`src/rtl/alu_pkg.sv`:
```
// Shared definitions for the multi-cycle ALU: op codes, flag bit positions,
// compare codes and FSM state encoding.
package alu_pkg;

    // Operation codes
    localparam logic [3:0] OP_ADD  = 4'h0;
    localparam logic [3:0] OP_SUB  = 4'h1;
    localparam logic [3:0] OP_MUL  = 4'h2;
    localparam logic [3:0] OP_DIV  = 4'h3;
    localparam logic [3:0] OP_MOD  = 4'h4;
    localparam logic [3:0] OP_CMP  = 4'h5;
    localparam logic [3:0] OP_AND  = 4'h6;
    localparam logic [3:0] OP_OR   = 4'h7;
    localparam logic [3:0] OP_NOTA = 4'h8;
    localparam logic [3:0] OP_NOTB = 4'h9;
    localparam logic [3:0] OP_XOR  = 4'hA;
    localparam logic [3:0] OP_NAND = 4'hB;
    localparam logic [3:0] OP_NOR  = 4'hC;
    localparam logic [3:0] OP_XNOR = 4'hD;
    localparam logic [3:0] OP_ADC  = 4'hE;
    localparam logic [3:0] OP_ILL  = 4'hF;

    // Flag word layout (7 bits)
    localparam int FLAGS_W  = 7;
    localparam int FLG_SIGN = 6;
    localparam int FLG_CARRY = 5;
    localparam int FLG_ZERO = 4;
    localparam int FLG_PAR  = 3;
    localparam int FLG_OVF  = 2;
    localparam int FLG_ERR  = 1;
    localparam int FLG_DIR  = 0;

    // Fixed flag words for the exceptional outcomes
    localparam logic [FLAGS_W-1:0] FLAGS_DIV0 = 7'h7F;
    localparam logic [FLAGS_W-1:0] FLAGS_ILL  = 7'b0000010;

    // Unsigned compare codes
    localparam logic [1:0] CMP_EQ = 2'b00;
    localparam logic [1:0] CMP_GT = 2'b01;
    localparam logic [1:0] CMP_LT = 2'b10;

    typedef enum logic [1:0] {
        ST_IDLE = 2'd0,
        ST_EXEC = 2'd1,
        ST_DONE = 2'd2
    } state_t;

endpackage

```
`src/rtl/alu_multiciclo_if.sv`:
```
// Start/done bus between the control unit (master) and the ALU (slave).
interface alu_multiciclo_if #(parameter int WIDTH = 8);
    logic             start;
    logic             ready;
    logic [3:0]       op;
    logic [WIDTH-1:0] a;
    logic [WIDTH-1:0] b;
    logic             cin;
    logic [WIDTH-1:0] result;
    logic [WIDTH-1:0] result_hi;
    logic [6:0]       flags;
    logic [1:0]       cmp;
    logic             done;

    modport master (
        output start, op, a, b, cin,
        input  ready, result, result_hi, flags, cmp, done
    );

    modport slave (
        input  start, op, a, b, cin,
        output ready, result, result_hi, flags, cmp, done
    );
endinterface

```
`src/rtl/alu_mul_div_iter.sv`:
```
// Iterative unsigned shift-add multiplier / restoring divider sharing one
// 2*WIDTH accumulator. One iteration per step; WIDTH steps give the answer.
// Multiply: acc = {partial_hi, multiplier}, m = multiplicand.
// Divide:   acc = {remainder, quotient},   m = divisor.
// Outputs show the value the accumulator takes at this edge when step=1, so
// the caller can register the final answer on the same edge as the last step.
module alu_mul_div_iter #(
    parameter int WIDTH = 8
) (
    input  logic             clk,
    input  logic             rst,
    input  logic             load,
    input  logic             step,
    input  logic             is_div,
    input  logic [WIDTH-1:0] a,
    input  logic [WIDTH-1:0] b,
    output logic [WIDTH-1:0] hi,
    output logic [WIDTH-1:0] lo,
    output logic [WIDTH-1:0] quotient,
    output logic [WIDTH-1:0] remainder
);
    logic [2*WIDTH-1:0] acc, acc_nxt, acc_view;
    logic [WIDTH-1:0]   m;
    logic [WIDTH:0]     trial, diff, psum;

    // One iteration of the selected algorithm
    always_comb begin
        trial   = acc[2*WIDTH-1:WIDTH-1];
        diff    = trial - {1'b0, m};
        psum    = {1'b0, acc[2*WIDTH-1:WIDTH]} + (acc[0] ? {1'b0, m} : '0);
        acc_nxt = acc;
        if (is_div) begin
            // Shift in the next dividend bit; keep the subtraction if it did not borrow
            if (!diff[WIDTH])
                acc_nxt = {diff[WIDTH-1:0], acc[WIDTH-2:0], 1'b1};
            else
                acc_nxt = {trial[WIDTH-1:0], acc[WIDTH-2:0], 1'b0};
        end else begin
            // Add multiplicand if the multiplier LSB is set, then shift right with carry
            acc_nxt = {psum, acc[WIDTH-1:1]};
        end
        acc_view = step ? acc_nxt : acc;
    end

    // Accumulator and operand register
    always_ff @(posedge clk or posedge rst) begin
        if (rst) begin
            acc <= '0;
            m   <= '0;
        end else if (load) begin
            acc <= {{WIDTH{1'b0}}, (is_div ? a : b)};
            m   <= is_div ? b : a;
        end else if (step) begin
            acc <= acc_nxt;
        end
    end

    assign hi        = acc_view[2*WIDTH-1:WIDTH];
    assign lo        = acc_view[WIDTH-1:0];
    assign remainder = acc_view[2*WIDTH-1:WIDTH];
    assign quotient  = acc_view[WIDTH-1:0];
endmodule

```
`src/rtl/alu_multiciclo.sv`:
```
// Registered multi-cycle ALU. Single-cycle ops complete on the accept edge;
// MUL/DIV/MOD run WIDTH iterations in the shared iterative unit.
// Owns the FSM, iteration counter, single-cycle datapath and flag generation.
module alu_multiciclo
    import alu_pkg::*;
#(
    parameter int WIDTH = 8
) (
    input  logic             clk,
    input  logic             rst,
    alu_multiciclo_if.slave  bus
);
    localparam int CNT_W = $clog2(WIDTH + 1);

    state_t               state, state_nxt;
    logic [CNT_W-1:0]     cnt;
    logic [3:0]           op_q;

    logic                 accept, is_iter, b_zero, iter_load, iter_step, last_step, upd;
    logic                 iter_is_div;
    logic [WIDTH-1:0]     it_hi, it_lo, it_quo, it_rem;

    logic [WIDTH-1:0]     b_eff;
    logic                 c_eff;
    logic [WIDTH:0]       sum;

    logic [WIDTH-1:0]     fin_res, fin_hi;
    logic [FLAGS_W-1:0]   fin_flags;
    logic [1:0]           fin_cmp;
    logic                 fin_carry, fin_ovf, fin_common;

    logic [WIDTH-1:0]     result_q, result_hi_q;
    logic [FLAGS_W-1:0]   flags_q;
    logic [1:0]           cmp_q;

    assign accept    = (state == ST_IDLE) && bus.start;
    assign is_iter   = (bus.op == OP_MUL) || (bus.op == OP_DIV) || (bus.op == OP_MOD);
    assign b_zero    = (bus.b == '0);
    // A zero divisor is resolved in IDLE; a zero multiplier trivially gives 0 in one cycle
    assign iter_load = accept && is_iter && !b_zero;
    assign iter_step = (state == ST_EXEC);
    assign last_step = iter_step && (cnt == CNT_W'(WIDTH - 1));
    assign upd       = (accept && !iter_load) || last_step;
    assign iter_is_div = (state == ST_IDLE) ? (bus.op != OP_MUL) : (op_q != OP_MUL);

    alu_mul_div_iter #(.WIDTH(WIDTH)) u_iter (
        .clk       (clk),
        .rst       (rst),
        .load      (iter_load),
        .step      (iter_step),
        .is_div    (iter_is_div),
        .a         (bus.a),
        .b         (bus.b),
        .hi        (it_hi),
        .lo        (it_lo),
        .quotient  (it_quo),
        .remainder (it_rem)
    );

    // FSM state register
    always_ff @(posedge clk or posedge rst) begin
        if (rst) state <= ST_IDLE;
        else     state <= state_nxt;
    end

    // Next-state and handshake outputs
    always_comb begin
        state_nxt = state;
        bus.ready = 1'b0;
        bus.done  = 1'b0;
        case (state)
            ST_IDLE: begin
                bus.ready = 1'b1;
                if (bus.start) state_nxt = iter_load ? ST_EXEC : ST_DONE;
            end
            ST_EXEC: if (last_step) state_nxt = ST_DONE;
            ST_DONE: begin
                bus.done  = 1'b1;
                state_nxt = ST_IDLE;
            end
            default: state_nxt = ST_IDLE;
        endcase
    end

    // Iteration counter and latched op code
    always_ff @(posedge clk or posedge rst) begin
        if (rst) begin
            cnt  <= '0;
            op_q <= OP_ADD;
        end else begin
            if (accept)         op_q <= bus.op;
            if (iter_load)      cnt  <= '0;
            else if (iter_step) cnt  <= cnt + 1'b1;
        end
    end

    // Adder shared by ADD / SUB / ADC
    always_comb begin
        b_eff = bus.b;
        c_eff = 1'b0;
        if (bus.op == OP_SUB) begin
            b_eff = ~bus.b;
            c_eff = 1'b1;
        end else if (bus.op == OP_ADC) begin
            c_eff = bus.cin;
        end
        sum = {1'b0, bus.a} + {1'b0, b_eff} + {{WIDTH{1'b0}}, c_eff};
    end

    // Result selection and flag generation for the registering edge
    always_comb begin
        fin_res    = '0;
        fin_hi     = '0;
        fin_cmp    = CMP_EQ;
        fin_carry  = 1'b0;
        fin_ovf    = 1'b0;
        fin_common = 1'b1;
        fin_flags  = '0;
        if (state == ST_EXEC) begin
            case (op_q)
                OP_MUL: begin
                    fin_res   = it_lo;
                    fin_hi    = it_hi;
                    fin_carry = |it_hi;
                    fin_ovf   = |it_hi;
                end
                OP_DIV:  fin_res = it_quo;
                default: fin_res = it_rem;
            endcase
        end else begin
            case (bus.op)
                OP_ADD, OP_ADC: begin
                    fin_res   = sum[WIDTH-1:0];
                    fin_carry = sum[WIDTH];
                    fin_ovf   = (bus.a[WIDTH-1] == bus.b[WIDTH-1]) && (sum[WIDTH-1] != bus.a[WIDTH-1]);
                end
                OP_SUB: begin
                    fin_res   = sum[WIDTH-1:0];
                    fin_carry = sum[WIDTH];
                    fin_ovf   = (bus.a[WIDTH-1] != bus.b[WIDTH-1]) && (sum[WIDTH-1] != bus.a[WIDTH-1]);
                end
                OP_MUL:  fin_res = '0;   // only reached with b==0
                OP_DIV, OP_MOD: begin    // only reached with b==0
                    fin_res    = '1;
                    fin_common = 1'b0;
                    fin_flags  = FLAGS_DIV0;
                end
                OP_CMP: begin
                    fin_common          = 1'b0;
                    fin_flags[FLG_ZERO] = (bus.a == bus.b);
                    if (bus.a > bus.b)      fin_cmp = CMP_GT;
                    else if (bus.a < bus.b) fin_cmp = CMP_LT;
                end
                OP_AND:  fin_res = bus.a & bus.b;
                OP_OR:   fin_res = bus.a | bus.b;
                OP_NOTA: fin_res = ~bus.a;
                OP_NOTB: fin_res = ~bus.b;
                OP_XOR:  fin_res = bus.a ^ bus.b;
                OP_NAND: fin_res = ~(bus.a & bus.b);
                OP_NOR:  fin_res = ~(bus.a | bus.b);
                OP_XNOR: fin_res = ~(bus.a ^ bus.b);
                default: begin
                    fin_common = 1'b0;
                    fin_flags  = FLAGS_ILL;
                end
            endcase
        end
        if (fin_common) begin
            fin_flags[FLG_SIGN]  = fin_res[WIDTH-1];
            fin_flags[FLG_CARRY] = fin_carry;
            fin_flags[FLG_ZERO]  = (fin_res == '0);
            fin_flags[FLG_PAR]   = ^fin_res;
            fin_flags[FLG_OVF]   = fin_ovf;
            fin_flags[FLG_ERR]   = 1'b0;
            fin_flags[FLG_DIR]   = 1'b0;
        end
    end

    // Output registers: change only on the completing edge
    always_ff @(posedge clk or posedge rst) begin
        if (rst) begin
            result_q    <= '0;
            result_hi_q <= '0;
            flags_q     <= '0;
            cmp_q       <= CMP_EQ;
        end else if (upd) begin
            result_q    <= fin_res;
            result_hi_q <= fin_hi;
            flags_q     <= fin_flags;
            cmp_q       <= fin_cmp;
        end
    end

    assign bus.result    = result_q;
    assign bus.result_hi = result_hi_q;
    assign bus.flags     = flags_q;
    assign bus.cmp       = cmp_q;
endmodule

```
`src/flat_wrapper.sv`:
```
// flat-port wrapper written by rule: the top's interface ports become plain ports
module alu_multiciclo_flat import alu_pkg::*;
#(
    parameter int WIDTH = 8
)
  (clk, rst, bus_start, bus_op, bus_a, bus_b, bus_cin, bus_ready, bus_result, bus_result_hi, bus_flags, bus_cmp, bus_done);
  alu_multiciclo_if #(.WIDTH(WIDTH)) bus_i ();
  input  logic clk;
  input  logic rst;
  input wire logic [$bits(bus_i.start)-1:0] bus_start;
  input wire logic [$bits(bus_i.op)-1:0] bus_op;
  input wire logic [$bits(bus_i.a)-1:0] bus_a;
  input wire logic [$bits(bus_i.b)-1:0] bus_b;
  input wire logic [$bits(bus_i.cin)-1:0] bus_cin;
  output wire logic [$bits(bus_i.ready)-1:0] bus_ready;
  output wire logic [$bits(bus_i.result)-1:0] bus_result;
  output wire logic [$bits(bus_i.result_hi)-1:0] bus_result_hi;
  output wire logic [$bits(bus_i.flags)-1:0] bus_flags;
  output wire logic [$bits(bus_i.cmp)-1:0] bus_cmp;
  output wire logic [$bits(bus_i.done)-1:0] bus_done;
  assign bus_i.start = bus_start;
  assign bus_i.op = bus_op;
  assign bus_i.a = bus_a;
  assign bus_i.b = bus_b;
  assign bus_i.cin = bus_cin;
  assign bus_ready = bus_i.ready;
  assign bus_result = bus_i.result;
  assign bus_result_hi = bus_i.result_hi;
  assign bus_flags = bus_i.flags;
  assign bus_cmp = bus_i.cmp;
  assign bus_done = bus_i.done;
  alu_multiciclo #(.WIDTH(WIDTH)) u_core (.clk(clk), .rst(rst), .bus(bus_i));
endmodule
```
`config.mk`:
```
export PLATFORM = sky130hd
export DESIGN_NAME = alu_multiciclo_flat
export DESIGN_NICKNAME = d
export VERILOG_FILES = /design/src/rtl/alu_pkg.sv /design/src/rtl/alu_multiciclo_if.sv /design/src/rtl/alu_mul_div_iter.sv /design/src/rtl/alu_multiciclo.sv /design/src/flat_wrapper.sv
export SDC_FILE = /design/constraint.sdc
export NUM_CORES = 1
export LEC_CHECK = 0
export CORE_MARGIN = 5
export CORE_UTILIZATION = 50
export DETAILED_ROUTE_END_ITERATION = 10
export PLACE_DENSITY = 0.71
export SETUP_SLACK_MARGIN = 0.3
export SLEW_MARGIN = 25
export SYNTH_ARGS = -nofsm -noshare
export SYNTH_HDL_FRONTEND = slang
export SYNTH_SLANG_ARGS = --single-unit
export TNS_END_PERCENT = 100
```
`constraint.sdc`:
```
create_clock -name clk -period 10 [get_ports clk]
set_clock_uncertainty 0.1 [all_clocks]
set_input_delay 1.5 -clock clk [delete_from_list [all_inputs] [get_ports clk]]
set_output_delay 1.5 -clock clk [all_outputs]
set_load 0.05 [all_outputs]
```
# Yosys cells after proc, flatten, opt, wreduce, memory -nomap -nowiden
# Index checks and enable logic that the tools add are counted.
[totals]
reg_bits = 59
in_bits = 24
out_inout_bits = 27
word_cells = 117
[classes]
add_sub_neg = 5
magnitude_cmp = 2
eq_ne = 27
n_mux = 40
bitwise = 8
reduce_logical = 26
[op_table]
columns = ["op", "count"]
rows = [
  ["8-bit case mux with 10 select lines", 1],
  ["16-bit 2-to-1 mux", 4],
  ["8-bit 2-to-1 mux", 8],
  ["8-bit NOT", 5],
  ["4-bit == test (second input constant)", 7],
  ["4-bit by 3-bit == test with 1-bit output (second input constant)", 5],
  ["8-bit by 8-bit adder with 9-bit output", 2],
  ["4-bit by 2-bit == test with 1-bit output (second input constant)", 4],
  ["8-bit logical NOT", 2],
  ["2-bit 2-to-1 mux", 8],
  ["7-bit 2-to-1 mux", 2],
  ["13-bit OR reduction", 1],
  ["12-bit OR reduction", 1],
  ["1-bit 2-to-1 mux", 11],
  ["9-bit by 1-bit adder with 9-bit output", 1],
  ["9-bit by 8-bit subtractor with 9-bit output", 1],
  ["8-bit AND", 1],
  ["8-bit == test", 1],
  ["8-bit > comparator", 1],
  ["8-bit less-than comparator", 1],
  ["4-bit 2-to-1 mux", 2],
  ["4-bit by 2-bit inequality test with 1-bit output (second input constant)", 2],
  ["8-bit bitwise OR", 1],
  ["4-bit case mux with 2 select lines", 1],
  ["21 further kinds", 35],
]

# Longest topological paths before layout
# Gate-level depths: netlist (run 1).
[depth]
ltp_word = 9
depth_mapped = 19
mapped_depth_nobuf = 18

# Cells and area by module
# Synthesis (run 1) repeated with hierarchy kept, for this count alone.
[unflattened]
hier_cells = 734
hier_area_um2 = 6143.4
[modules_own_cells]
columns = ["mod", "instances", "cells_each", "area_each_um2"]
rows = [
  ["alu_multiciclo", 1, 458, 3816.2],
  ["alu_mul_div_iter", 1, 276, 2327.2],
]

# Least setup slack after synthesis (run 1)
# OpenSTA, ideal clock, no wires.
[synth_path]
path_kind = "input to register"
from = "input port bus_op[2]"
to = "register u_core.flags_q[3] (netlist: u_core.bus.flags[3])"
setup_ns = 0.082
arrival_time_ns = 5.469
t_required_ns = 9.818
slack_ns = 4.349
stages = 19
n_path_buf = 1
path_cell_list = "buf_2 -> inv_1 -> nand2_1 -> nor2_1 -> xnor2_1 -> fa_1 -> fa_1 -> xor2_1 -> nand3_1 -> o21ai_0 -> a222oi_1 -> o21ai_0 -> a32oi_1 -> ha_1 -> xnor2_1 -> xnor2_1 -> a31oi_1 -> o31a_1 -> a31oi_1"
[synth_between]
elab_chain_cells = 8
word_cells_on_any_way = 44
classes_between = "2 x add/sub; 15 x eq/ne; 14 x mux; 13 x reduce/logical"
[synth_lines]
columns = ["element", "line_no", "source"]
rows = [
  ["start: declaration", "flat_wrapper.sv:11", "input wire logic [$bits(bus_i.op)-1:0] bus_op;"],
  ["4-bit by 1-bit == test with 1-bit output, or another cell as far along", "alu_multiciclo.sv:101, alu_multiciclo.sv:131", ""],
  ["8-bit 2-to-1 mux, or another cell as far along", "alu_multiciclo.sv:101", "if (bus.op == OP_SUB) begin"],
  ["8-bit by 8-bit adder with 9-bit output, or another cell as far along", "alu_multiciclo.sv:107", "sum = {1'b0, bus.a} + {1'b0, b_eff} + {{WIDTH{1'b0}}, c_eff};"],
  ["9-bit by 1-bit adder with 9-bit output, or another cell as far along", "alu_multiciclo.sv:107", ""],
  ["8-bit case mux with 10 select lines, or another cell as far along", "alu_multiciclo.sv:131", "case (bus.op)"],
  ["8-bit 2-to-1 mux / 1-bit logical NOT (equally long branches)", "alu_multiciclo.sv:119, alu_multiciclo.sv:43", ""],
  ["8-bit parity / 1-bit logical AND (equally long branches)", "alu_multiciclo.sv:172, alu_multiciclo.sv:43", ""],
  ["7-bit 2-to-1 mux / 1-bit logical OR (equally long branches)", "alu_multiciclo.sv:168, alu_multiciclo.sv:43", ""],
  ["end signal: assignment", "alu_multiciclo.sv:189", "flags_q <= fin_flags;"],
  ["end: declaration", "alu_multiciclo.sv:33", "logic [FLAGS_W-1:0] flags_q;"],
]
# Parallel ways exist; a longest one is shown, timed or not.
# A chain may end at the register's enable or synchronous reset.

# Final worst setup path (run 1)
[layout_path]
from = "input port bus_op[1]"
to = "register u_core.flags_q[3] (netlist: u_core.bus.flags[3])"
# Same word-level chain as after synthesis.

==> key figures, run 1 <==
Run status
  • Result of the run: complete, no violations

Placed design
  • Pre-CTS setup slack: 2970 ps
  • Buffers on Ports: 50
  • Detail Placement HPWL: 13200 um
  • Placed Cells: 891
  • RD Place Congestion: 0.970

Clock tree
  • CTS Hold Bufs: 0
  • H-tree Lvls: 3
  • Total CTS buffers: 9
  • CTS Buffer Depth: 2
  • Postcts setup bufs: 0
  • CTS tree: yes
  • Clock Sinks: 59
  • Worst-Skew Late Latency: approximately 330 ps
  • Cts repair resizes: 0
  • Root Buffer: clkbuf_16
  • Reg clk slew, reported paths: 60 ps

Finish
  • Multi-input gate area: about 0.004 sq mm
  • Share of cells above drive strength 1: 0.0613
  • Layout filler cell count: 972
  • Syn-to-layout area delta: 16.3%
  • Nets: 842
  • Seq. cell area: 0.00148 sq mm
  • Non-Filler Instances: 907
  • Final core occ: 0.600
  • ANT cells: 0

Logic synthesis
  • Netlist Area Pre-Place: 0.00567 sq mm
  • Seq/Total Area, Yosys: 0.261
  • Synth area leaders: dfrtp_1, ha_1, nand2_1, o21ai_0, nor2_1
  • Yosys reg bits: 59
  • Yosys Warn Count: 0
  • Syn nets: between 800 and 900
  • Synth Instances: around 730
  • Post-synth top area cell: dfrtp_1
  • Post-synth EDFFs: 0
  • Avg Inst Size Synth: 7.75 sq um
  • Main flop type after synthesis: dfrtp_1
  • Share of the synthesized area in the top cell type: 0.261
  • Yosys cell types: 71
  • Ys async rst share: 1.00

Floorplan
  • I/O pin count: 51
  • Die area: 0.0136 sq mm
  • Die height: between 100 and 150 um
  • Starting Density: 0.516
  • Row count: 38
  • Core box area: 0.0110 sq mm
  • Die Wd: 116 um

Worst setup path
  • R2R cell count: 18
  • CP Max Fanout: 32
  • Critical Path Max Stage Delay: approximately 660 ps
  • Setup crit end kind: flop
  • Delay-heaviest family, CP: compound AO/OA/AOI/OAI gates
  • Data arrival time of the worst path: between 6000 and 7000 ps
  • CP Depth: 20
  • Critical Path Source Type: primary input
  • Critical Path, Cell by Cell: clkdlybuf4s50_1, buf_4, inv_1, nand2_1, nor2_1, xnor2_1, fa_1, fa_1, xor2_1, nand3_1, o21ai_0, a222oi_1, o21ai_0, a32oi_1, ha_1, xnor2_1, xnor2_1, a31oi_1, o31a_1, a31oi_1
  • Critical path type: primary input to flop
  • Reg-to-reg critical path startpoint: u_core.u_iter.acc[7]
  • Req. time, crit path: between 10000 and 15000 ps
  • Worst path most repeated cell: xnor2_1
  • WP buf/inv: 3
  • Slowest CP cell: nor2_1
  • Reg2Reg Setup Slack: 5370 ps
  • Reg2reg end: u_core.bus.flags[3]

Global route
  • GRT Total Usage: 0.265
  • Gr ovfl total: 0
  • GR Util met1: 0.366
  • Vias in the first global route: approximately 5300
  • Met2 Resource Use GR: 0.422
  • Met3 GRT Util: 0.0352
  • GR peak layer: met2
  • First-pass GRT wire length: roughly 28000 um
  • Largest net degree at the start of global routing: 60
  • Initial antenna violation count: 0

Routing
  • Post-DR vias/cell: 6.19
  • Via count: 5617
  • Residual DRC: 0
  • Final wirelength: 17300 um
  • Routed Antenna Nets: 0
  • Drt first pass iters: 6
  • Starting DRT DRC Count: 668
  • DR WL/cell: 19.1 um

Job
  • Max-cap violations: 0

Min path
  • Hold EP: u_core.bus.cmp[1]
  • Hold_sp: u_core.bus.cmp[1]
  • Hold Crit Class: flop to flop
  • Hold path depth: 2

STA
  • Final worst slack: 3270 ps
  • Setup_tns: 0 ps
  • Max Freq: 0.149 GHz
  • RSZ-0062 raised after global routing: false
  • Final setup fails: 0
  • Max-slew violation count: 0
  • Period Utilization, post-route: 0.673
  • Min cycle time layout: 6730 ps
  • Least-Margin Pin Slew: 910 ps
  • Worst rel slew slack: 0.385
  • Endpoints failing hold: 0

Pwr
  • PwrDens: 296 mW/mm^2
  • VDD IR-drop max: around 220 uV
  • Total power: 1950 uW
  • Static Leak: about 0.003 uW
## metal layers
metal,share of wire,vias up
li1,-,2667
met1,0.44,2628
met2,0.46,280
met3,0.068,42
met4,0.031,0
met5,0,-
## power breakdown
group	internal [uW]	total, uW	leakage [uW]	switching [uW]
Clock	220	339	0.000160	119
Sequential	329	414	0.000744	85.3
Combinational	454	1200	0.00205	743
Total	1000	1950	0.00295	947
## cell usage in the layout, fill, tap and decap left out, drive strengths merged, types with 9 or more instances in the layout
cell type | synthesis | final
o21ai | 77 | 77
nor2 | 76 | 76
clkdlybuf4s50 | 0 | 50
mux2i | 26 | 26
a21oi | 47 | 47
o211ai | 13 | 13
buf | 16 | 10
ha | 52 | 52
nand2 | 112 | 112
a211oi | 9 | 9
nor3 | 10 | 10
nand3 | 11 | 11
clkbuf | 24 | 9
xnor2 | 21 | 21
xor2 | 9 | 9
and2 | 11 | 11
dfrtp | 59 | 59
inv | 37 | 39
o22ai | 11 | 11
## Yosys cell counts, types with 6 or more instances
cell	count
a21oi_1	46
xnor2_1	21
dfrtp_1	59
a211oi_1	8
nor3_1	10
buf_2	6
nand3_1	11
a31oi_1	8
ha_1	52
nand2_1	111
o311ai_0	6
mux2i_1	26
nor2_1	74
o21ai_0	74
buf_1	9
xor2_1	9
o211ai_1	13
o22ai_1	11
nor2b_1	8
a21o_1	7
and2_1	10
clkbuf_1	24
inv_1	37
## sequential cells by signal, indices dropped and copies added (netlist names)
| name | flops |
|---|---|
| u_core.u_iter.acc | 16 |
| u_core.bus.result | 8 |
| u_core.bus.result_hi | 8 |
| u_core.u_iter.m | 8 |
| u_core.bus.flags | 7 |
| u_core.cnt | 4 |
| u_core.op_q | 4 |
| u_core.bus.cmp | 2 |
| u_core.state | 2 |
## worst min-delay path: cells and delay by family (launching register included)
kind / cells / cell delay, ps
and+or+nand+nor: 2 / 100
DFF: 1 / 340
## worst max path at each step
stage          startpoint                   to  slack (ps)
2_1_floorplan   bus_op[2]  u_core.bus.flags[3]        4350
3_3_place_gp    bus_op[1]  u_core.bus.flags[3]        3150
3_5_place_dp    bus_op[1]  u_core.bus.flags[3]        2970
4_1_cts         bus_op[1]  u_core.bus.flags[3]        3310
5_1_grt         bus_op[1]  u_core.bus.flags[3]        2790
6_report        bus_op[1]  u_core.bus.flags[3]        3270
## area by class of cell
| type | count | area share |
|---|---|---|
| Multi-Input combinational cell | 595 | 0.591 |
| Clock buffer | 9 | 0.0342 |
| Clock inverter | 7 | 0.0152 |
| Tap cell | 140 | 0.0266 |
| Timing Repair Buffer | 60 | 0.0874 |
| Inverter | 37 | 0.0211 |
| Sequential cell | 59 | 0.224 |
## through the flow
stage | hold WS, ps | area, sq um
global placement | 351 | 6260
floorplan | 368 | 5670
detailed placement | 361 | 6260
CTS | 374 | 6590
finish | 370 | 6590
global route | 408 | 6590
## logic make-up (layout without fill, tap and decap cells)
group,count (synthesis),count (layout),synth area share
adders and majority gates,56,56,0.129
DFF,59,59,0.261
xor gates and xnor gates,30,30,0.0464
AOI/OAI and AO/OA,222,222,0.251
and+or+nand+nor,254,254,0.199
muxes,33,33,0.0605
buffers and inverters,77,113,0.0537
Note: power is estimated with default switching activity, not from simulation.
==> run 2, diff against run 1 <==
Settings changed: PLACE_DENSITY 0.71 to 0.74.
Clock period 10 ns to 5.5 ns, I/O delays scaled along.
==> run 2 against run 1 <==
Effect of this change: clock-buffer cell count rose by 1; utilization fell by 0.091 points; largest cell class unchanged; combinational power is 83% higher; largest power group unchanged; critical endpoint unchanged; global-route usage fell by 0.40 points; critical path type unchanged.
==> key figures, run 2 (synthesis gave the netlist of run 1 again) <==
Worst setup path
  • Reg2Reg Setup Slack: 940 ps (-4430 ps)
  • WP buf/inv: 2 (-1)
  • Critical Path Source Type: primary input
  • Delay-heaviest family, CP: compound AO/OA/AOI/OAI gates
  • Setup crit end kind: flop
  • Crit path to: u_core.bus.flags[3]
  • Critical Path Max Stage Delay: 440 ps (-220 ps)
  • CP Depth: 19 (-5.0%)
  • CP Max Fanout: 5 (-84%)
  • Critical path type: primary input to flop
  • Reg-to-reg critical path startpoint: u_core.u_iter.acc[7]
  • Worst path most repeated cell: xnor2_1
  • Critical Path, Cell by Cell: clkdlybuf4s50_1, inv_1, nand2_1, nor2_1, xnor2_1, fa_1, fa_1, xor2_1, nand3_1, o21ai_0, a222oi_1, o21ai_0, a32oi_1, ha_1, xnor2_1, xnor2_1, a31oi_1, o31a_1, a31oi_1
  • CP Launch Point: bus_op[2]
  • Req. time, crit path: 5650 ps (-4490 ps)
  • Reg2reg end: u_core.bus.flags[3]
  • Slowest CP cell: clkdlybuf4s50_1
  • R2R cell count: 18 (unchanged)
  • Data arrival time of the worst path: 5010 ps (-1860 ps)

Finish
  • Layout filler cell count: 995 (+2.4%)
  • Top reg by flops: u_core.u_iter.acc
  • Syn-to-layout area delta: 16.1%
  • Most frequent cells in the layout: nand2_1, o21ai_0, nor2_1, dfrtp_1, ha_1
  • Final core occ: 0.599 (-0.000911)
  • ANT cells: 0 (unchanged)
  • Share of cells above drive strength 1: 0.0674 (+0.00608)
  • Max reg flops: 16 (unchanged)
  • Nets: 847 (+0.59%)
  • Commonest non-fill, non-tap cell in the layout: nand2_1

Routing
  • Starting DRT DRC Count: 606 (-9.3%)
  • Drt first pass iters: 6 (unchanged)
  • Via count: 5650 (+0.59%)
  • Final wirelength: 17200 um (-0.54%)
  • DR WL/cell: 18.9 um (-1.1%)
  • Residual DRC: 0 (unchanged)
  • Routed Antenna Nets: 0 (unchanged)
  • Post-DR vias/cell: 6.20 (about the same)

STA
  • Final setup fails: 0 (unchanged)
  • Least-Margin Pin Slew: 857 ps (-53.1 ps)
  • Setup_tns: 0 ps (unchanged)
  • Max Freq: 0.206 GHz
  • RSZ-0062 raised after global routing: false
  • Period Utilization, post-route: 0.883
  • Max-slew violation count: 0 (unchanged)
  • Worst rel slew slack: 0.421 (+0.0359)
  • Min cycle time layout: 4860 ps
  • Endpoints failing hold: 0 (unchanged)

Global route
  • Gr ovfl total: 0 (unchanged)
  • Largest net degree at the start of global routing: 60 (unchanged)
  • First-pass GRT wire length: 27800 um (-1.1%)
  • GRT Total Usage: 0.261 (-0.00400)
  • Vias in the first global route: 5455 (+2.5%)
  • Initial antenna violation count: 0 (unchanged)

Floorplan
  • Die area: 0.0136 sq mm (unchanged)
  • Core box area: 0.0110 sq mm (unchanged)
  • Starting Density: 0.516 (unchanged)
  • Die Wd: 116 um (unchanged)
  • I/O pin count: 51 (unchanged)
  • Row count: 38 (unchanged)
  • Die height: 116 um (unchanged)

Clock tree
  • CTS Buffer Depth: 2 (unchanged)
  • CTS tree: yes
  • H-tree Lvls: 3 (unchanged)
  • Clock Sinks: 59 (unchanged)
  • Total CTS buffers: 9 (unchanged)
  • Postcts setup bufs: 0 (unchanged)
  • Worst-Skew Late Latency: 330 ps (about the same)
  • Reg clk slew, reported paths: 50 ps (about the same)
  • Root Buffer: clkbuf_16

Placed design
  • Buffers on Ports: 50 (unchanged)
  • Detail Placement HPWL: 13100 um (-0.90%)
  • RD Place Congestion: 0.970 (about the same)

Pwr
  • VDD IR-drop max: 311 uV (+41%)
  • PwrDens: 525 mW/mm^2 (+77%)
  • Static Leak: 0.00295 uW (-0.20%)

Job
  • Max-cap violations: 0 (unchanged)

Min path
  • Hold Crit Class: flop to flop

Run status
  • Result of the run: complete, no violations
## run 2: changes by cell type in the layout (fill, tap and decap cells not counted), sizes merged
cell      change
bufinv        -2
clkinv        -1
clkinvlp      +3
inv           -1
clkbuf        +1
buf           +5
## run 2: what timing repair did
item,in CTS,in global routing
setup endpoints to repair,0,1
resized for setup,0,1
hold buffers,0,0
## run 2: final cells by class
cell class	instances	area, sq um	area share
Clock buffer	10	229	0.0348
Multi-Input combinational cell	595	3900	0.593
Sequential cell	59	1480	0.224
Timing Repair Buffer	65	613	0.0932
Inverter	37	139	0.0211
Clock inverter	6	41.3	0.00628
Tap cell	140	175	0.0266
## run 2: worst min path at each step
stage | startpoint | to | slack [ps] | depth (start not counted)
floorplan | u_core.u_iter.m[0] | u_core.u_iter.m[0] | 370 | 2
global placement | u_core.bus.cmp[1] | u_core.bus.cmp[1] | 360 | 2
detailed placement | u_core.bus.result_hi[5] | u_core.bus.result_hi[5] | 370 | 2
CTS | u_core.bus.result_hi[5] | u_core.bus.result_hi[5] | 390 | 2
global route | u_core.bus.flags[0] | u_core.bus.flags[0] | 420 | 2
finish | u_core.bus.result_hi[5] | u_core.bus.result_hi[5] | 380 | 2
## run 2: through the flow
step | hold slack, ps | cell area, sq um | worst slack [ps] | total power, uW | instances
final | 380 | 6580 | 642 | 3450 | 912
after global routing | 421 | 6580 | 342 | 3660 | 912
after CTS | 387 | 6570 | 612 | 3410 | 912
after detailed placement | 375 | 6300 | 285 | 2890 | 896
after global placement | 360 | 6300 | 537 | 2820 | 896
after floorplan | 368 | 5670 | 524 | 2310 | 731
## run 2: where the power goes
part	switching (uW)	internal [uW]
Combinational	1370	828
Clock	201	304
Sequential	149	599
## run 2: layer usage
layer  wire length (um)  track usage
met2               7700        0.405
met5                  0            0
met4                545        0.101
met1               7490        0.368
met3               1480       0.0363
## run 2: tightest hold or removal path, delay by kind of cell (launching register included)
kind	cells	cell delay (ps)
AOI/OAI and AO/OA	1	60
DFF	1	340
and+or+nand+nor	1	50
==> run 3, diff against run 2 <==
Settings changed: PLACE_DENSITY 0.74 to 0.71, SETUP_SLACK_MARGIN 0.3 to unset.
Clock period 5.5 ns to 6.3 ns, I/O delays scaled along.
==> run 3 against run 2 <==
Effect of this change: utilization fell by 0.21 points; largest power group unchanged; sequential power fell by 12%; clock-buffer cell count did not move; critical endpoint unchanged.
==> key figures, run 3 (synthesis gave the netlist of run 1 again) <==
Run status
  • Result of the run: complete, no violations

Clock tree
  • Cts repair resizes: 0 (unchanged)
  • H-tree Lvls: 3 (unchanged)
  • CTS Buffer Depth: 2 (unchanged)
  • CTS tree: yes
  • Reg clk slew, reported paths: 50 ps (about the same)
  • Clock Sinks: 59 (unchanged)
  • Postcts setup bufs: 0 (unchanged)
  • Worst-Skew Late Latency: 330 ps (about the same)
  • Root Buffer: clkbuf_16
  • Total CTS buffers: 9 (unchanged)
  • CTS Hold Bufs: 0 (unchanged)

Pwr
  • Sw Ratio: 0.498 (about the same)
  • Total power: 3010 uW (-13%)
  • Int Pwr: 1510 uW (-13%)
  • Comb power frac: 0.633 (-0.004)
  • PwrDens: 459 mW/mm^2 (-13%)
  • VDD IR-drop max: 279 uV (-10%)
  • Clock power frac: 0.148 (+0.002)
  • Switching power: 1500 uW (-13%)
  • Static Leak: 0.00293 uW (-0.51%)
  • Seq pwr share: 0.219 (+0.002)

Finish
  • Share of cells above drive strength 1: 0.0636 (-0.00372)
  • Max reg flops: 16 (unchanged)
  • ANT cells: 0 (unchanged)
  • Most frequent cells in the layout: nand2_1, o21ai_0, nor2_1, dfrtp_1, ha_1
  • Top reg by flops: u_core.u_iter.acc
  • Layout filler cell count: 1007 (+1.2%)
  • Final core occ: 0.597 (-0.00205)
  • Nets: 845 (-0.24%)
  • Commonest non-fill, non-tap cell in the layout: nand2_1
  • Syn-to-layout area delta: 15.7%

Worst setup path
  • Setup crit end kind: flop
  • Worst path most repeated cell: xnor2_1
  • Critical path type: primary input to flop
  • Delay-heaviest family, CP: compound AO/OA/AOI/OAI gates
  • Slowest CP cell: fa_1
  • Critical Path, Cell by Cell: clkdlybuf4s50_1, inv_1, nand2_1, nor2_1, xnor2_1, fa_1, fa_1, xor2_1, nand3_1, o21ai_0, a222oi_1, o21ai_0, a32oi_1, ha_1, xnor2_1, xnor2_1, a31oi_1, o31a_1, a31oi_1
  • Req. time, crit path: 6450 ps (+800 ps)
  • Critical Path Max Stage Delay: 430 ps (about the same)
  • Data arrival time of the worst path: 5340 ps (+330 ps)
  • Critical Path Source Type: primary input
  • WP buf/inv: 2 (unchanged)
  • CP Max Fanout: 8 (+3)

STA
  • Least-Margin Pin Slew: 1000 ps (+144 ps)
  • RSZ-0062 raised after global routing: false
  • Worst rel slew slack: 0.324 (-0.0971)
  • Max-slew violation count: 0 (unchanged)
  • Setup_tns: 0 ps (unchanged)
  • Max Freq: 0.193 GHz
  • Endpoints failing hold: 0 (unchanged)
  • Min cycle time layout: just over 5000 ps
  • Final setup fails: 0 (unchanged)
  • Period Utilization, post-route: 0.824

Routing
  • Routed Antenna Nets: 0 (unchanged)
  • Drt first pass iters: 6 (unchanged)
  • Starting DRT DRC Count: 587 (-3.1%)
  • DR WL/cell: 19.5 um (+3.3%)
  • Post-DR vias/cell: 6.19 (-0.13%)
  • Final wirelength: 17800 um (+3.1%)
  • Via count: 5630 (-0.35%)
  • Residual DRC: 0 (unchanged)

Global route
  • Vias in the first global route: 5525 (+1.3%)
  • GRT Total Usage: 0.270 (+0.00977)
  • Largest net degree at the start of global routing: 60 (unchanged)
  • First-pass GRT wire length: 28800 um (+3.2%)
  • Initial antenna violation count: 0 (unchanged)
  • Gr ovfl total: 0 (unchanged)

Job
  • Max-cap violations: 0 (unchanged)

Placed design
  • Buffers on Ports: 50 (unchanged)
  • Detail Placement HPWL: 13400 um (+2.9%)
  • RD Place Congestion: 0.971 (+0.15%)

Floorplan
  • Die Wd: 116 um (unchanged)
  • Die height: 116 um (unchanged)
  • Die area: 0.0136 sq mm (unchanged)
  • Core box area: 0.0110 sq mm (unchanged)
  • I/O pin count: 51 (unchanged)
  • Row count: 38 (unchanged)
  • Starting Density: 0.516 (unchanged)

Min path
  • Hold Crit Class: flop to flop
[run 3: changes by cell type in the layout (fill, tap and decap cells not counted), sizes merged]
cell / delta
buf: -2
[run 3: final cells by class]
| cell class | count | area (sq um) | share of cell area |
|---|---|---|---|
| repair buffers | 63 | 598 | 0.0912 |
| clock inverters | 6 | 41.3 | 0.00630 |
| clock buffers | 10 | 229 | 0.0349 |
| multi-input cells | 595 | 3900 | 0.594 |
| flip-flops and latches | 59 | 1480 | 0.225 |
| well taps | 140 | 175 | 0.0267 |
| inverters | 37 | 139 | 0.0212 |
[run 3: worst reg2reg max path, cell delays in order, from the launching register on]
cell      delay, ps
dfrtp_1         420
inv_1            80
ha_1            160
inv_1            60
fa_1            470
a211oi_2        320
o31ai_4         150
and4_4          240
nor2_4          310
mux2_4          360
a211oi_1        260
a21oi_1          90
a21oi_1         300
ha_1            300
xnor2_1         190
xnor2_1         180
a31oi_1          70
o31a_1          260
a31oi_1         170
[run 3: path summary, 6_finish.rpt]
kind                                 startpoint                   end  slack (ps)  depth (start not counted)
min reg2reg                   u_core.bus.cmp[1]     u_core.bus.cmp[1]         370                          2
min                           u_core.bus.cmp[1]     u_core.bus.cmp[1]         370                          2
max reg2reg                u_core.u_iter.acc[7]   u_core.bus.flags[3]        1740                         18
max in group asynchronous                   rst  u_core.u_iter.acc[5]        4540                          3
min in group asynchronous                   rst         u_core.cnt[2]        1050                          3
max                                   bus_op[2]   u_core.bus.flags[3]        1110                         19
[run 3: per-stage QoR]
| stage | setup slack, ps | instance area, sq um | hold slack [ps] | instances |
|---|---|---|---|---|
| detailed placement | 874 | 6280 | 372 | 894 |
| floorplan | 1200 | 5670 | 368 | 731 |
| global placement | 900 | 6280 | 356 | 894 |
| global route | 775 | 6560 | 407 | 910 |
| CTS | 1190 | 6560 | 385 | 910 |
| finish | 1110 | 6560 | 375 | 910 |
[run 3: power by group through the flow]
stage / clock network (uW) / registers [uW] / logic, uW
6_report: 443 / 659 / 1900
5_1_grt: 465 / 680 / 2070
4_1_cts: 449 / 658 / 1870
3_5_place_dp: 0 / 663 / 1860
3_3_place_gp: 0 / 654 / 1820
2_1_floorplan: 0 / 770 / 1250
[run 3: routing by layer]
layer	GRT usage	vias up	share of wire
met4	0.114	0	0.028
li1	-	2681	-
met5	0	-	0
met2	0.423	271	0.46
met3	0.0389	36	0.072
met1	0.374	2642	0.44
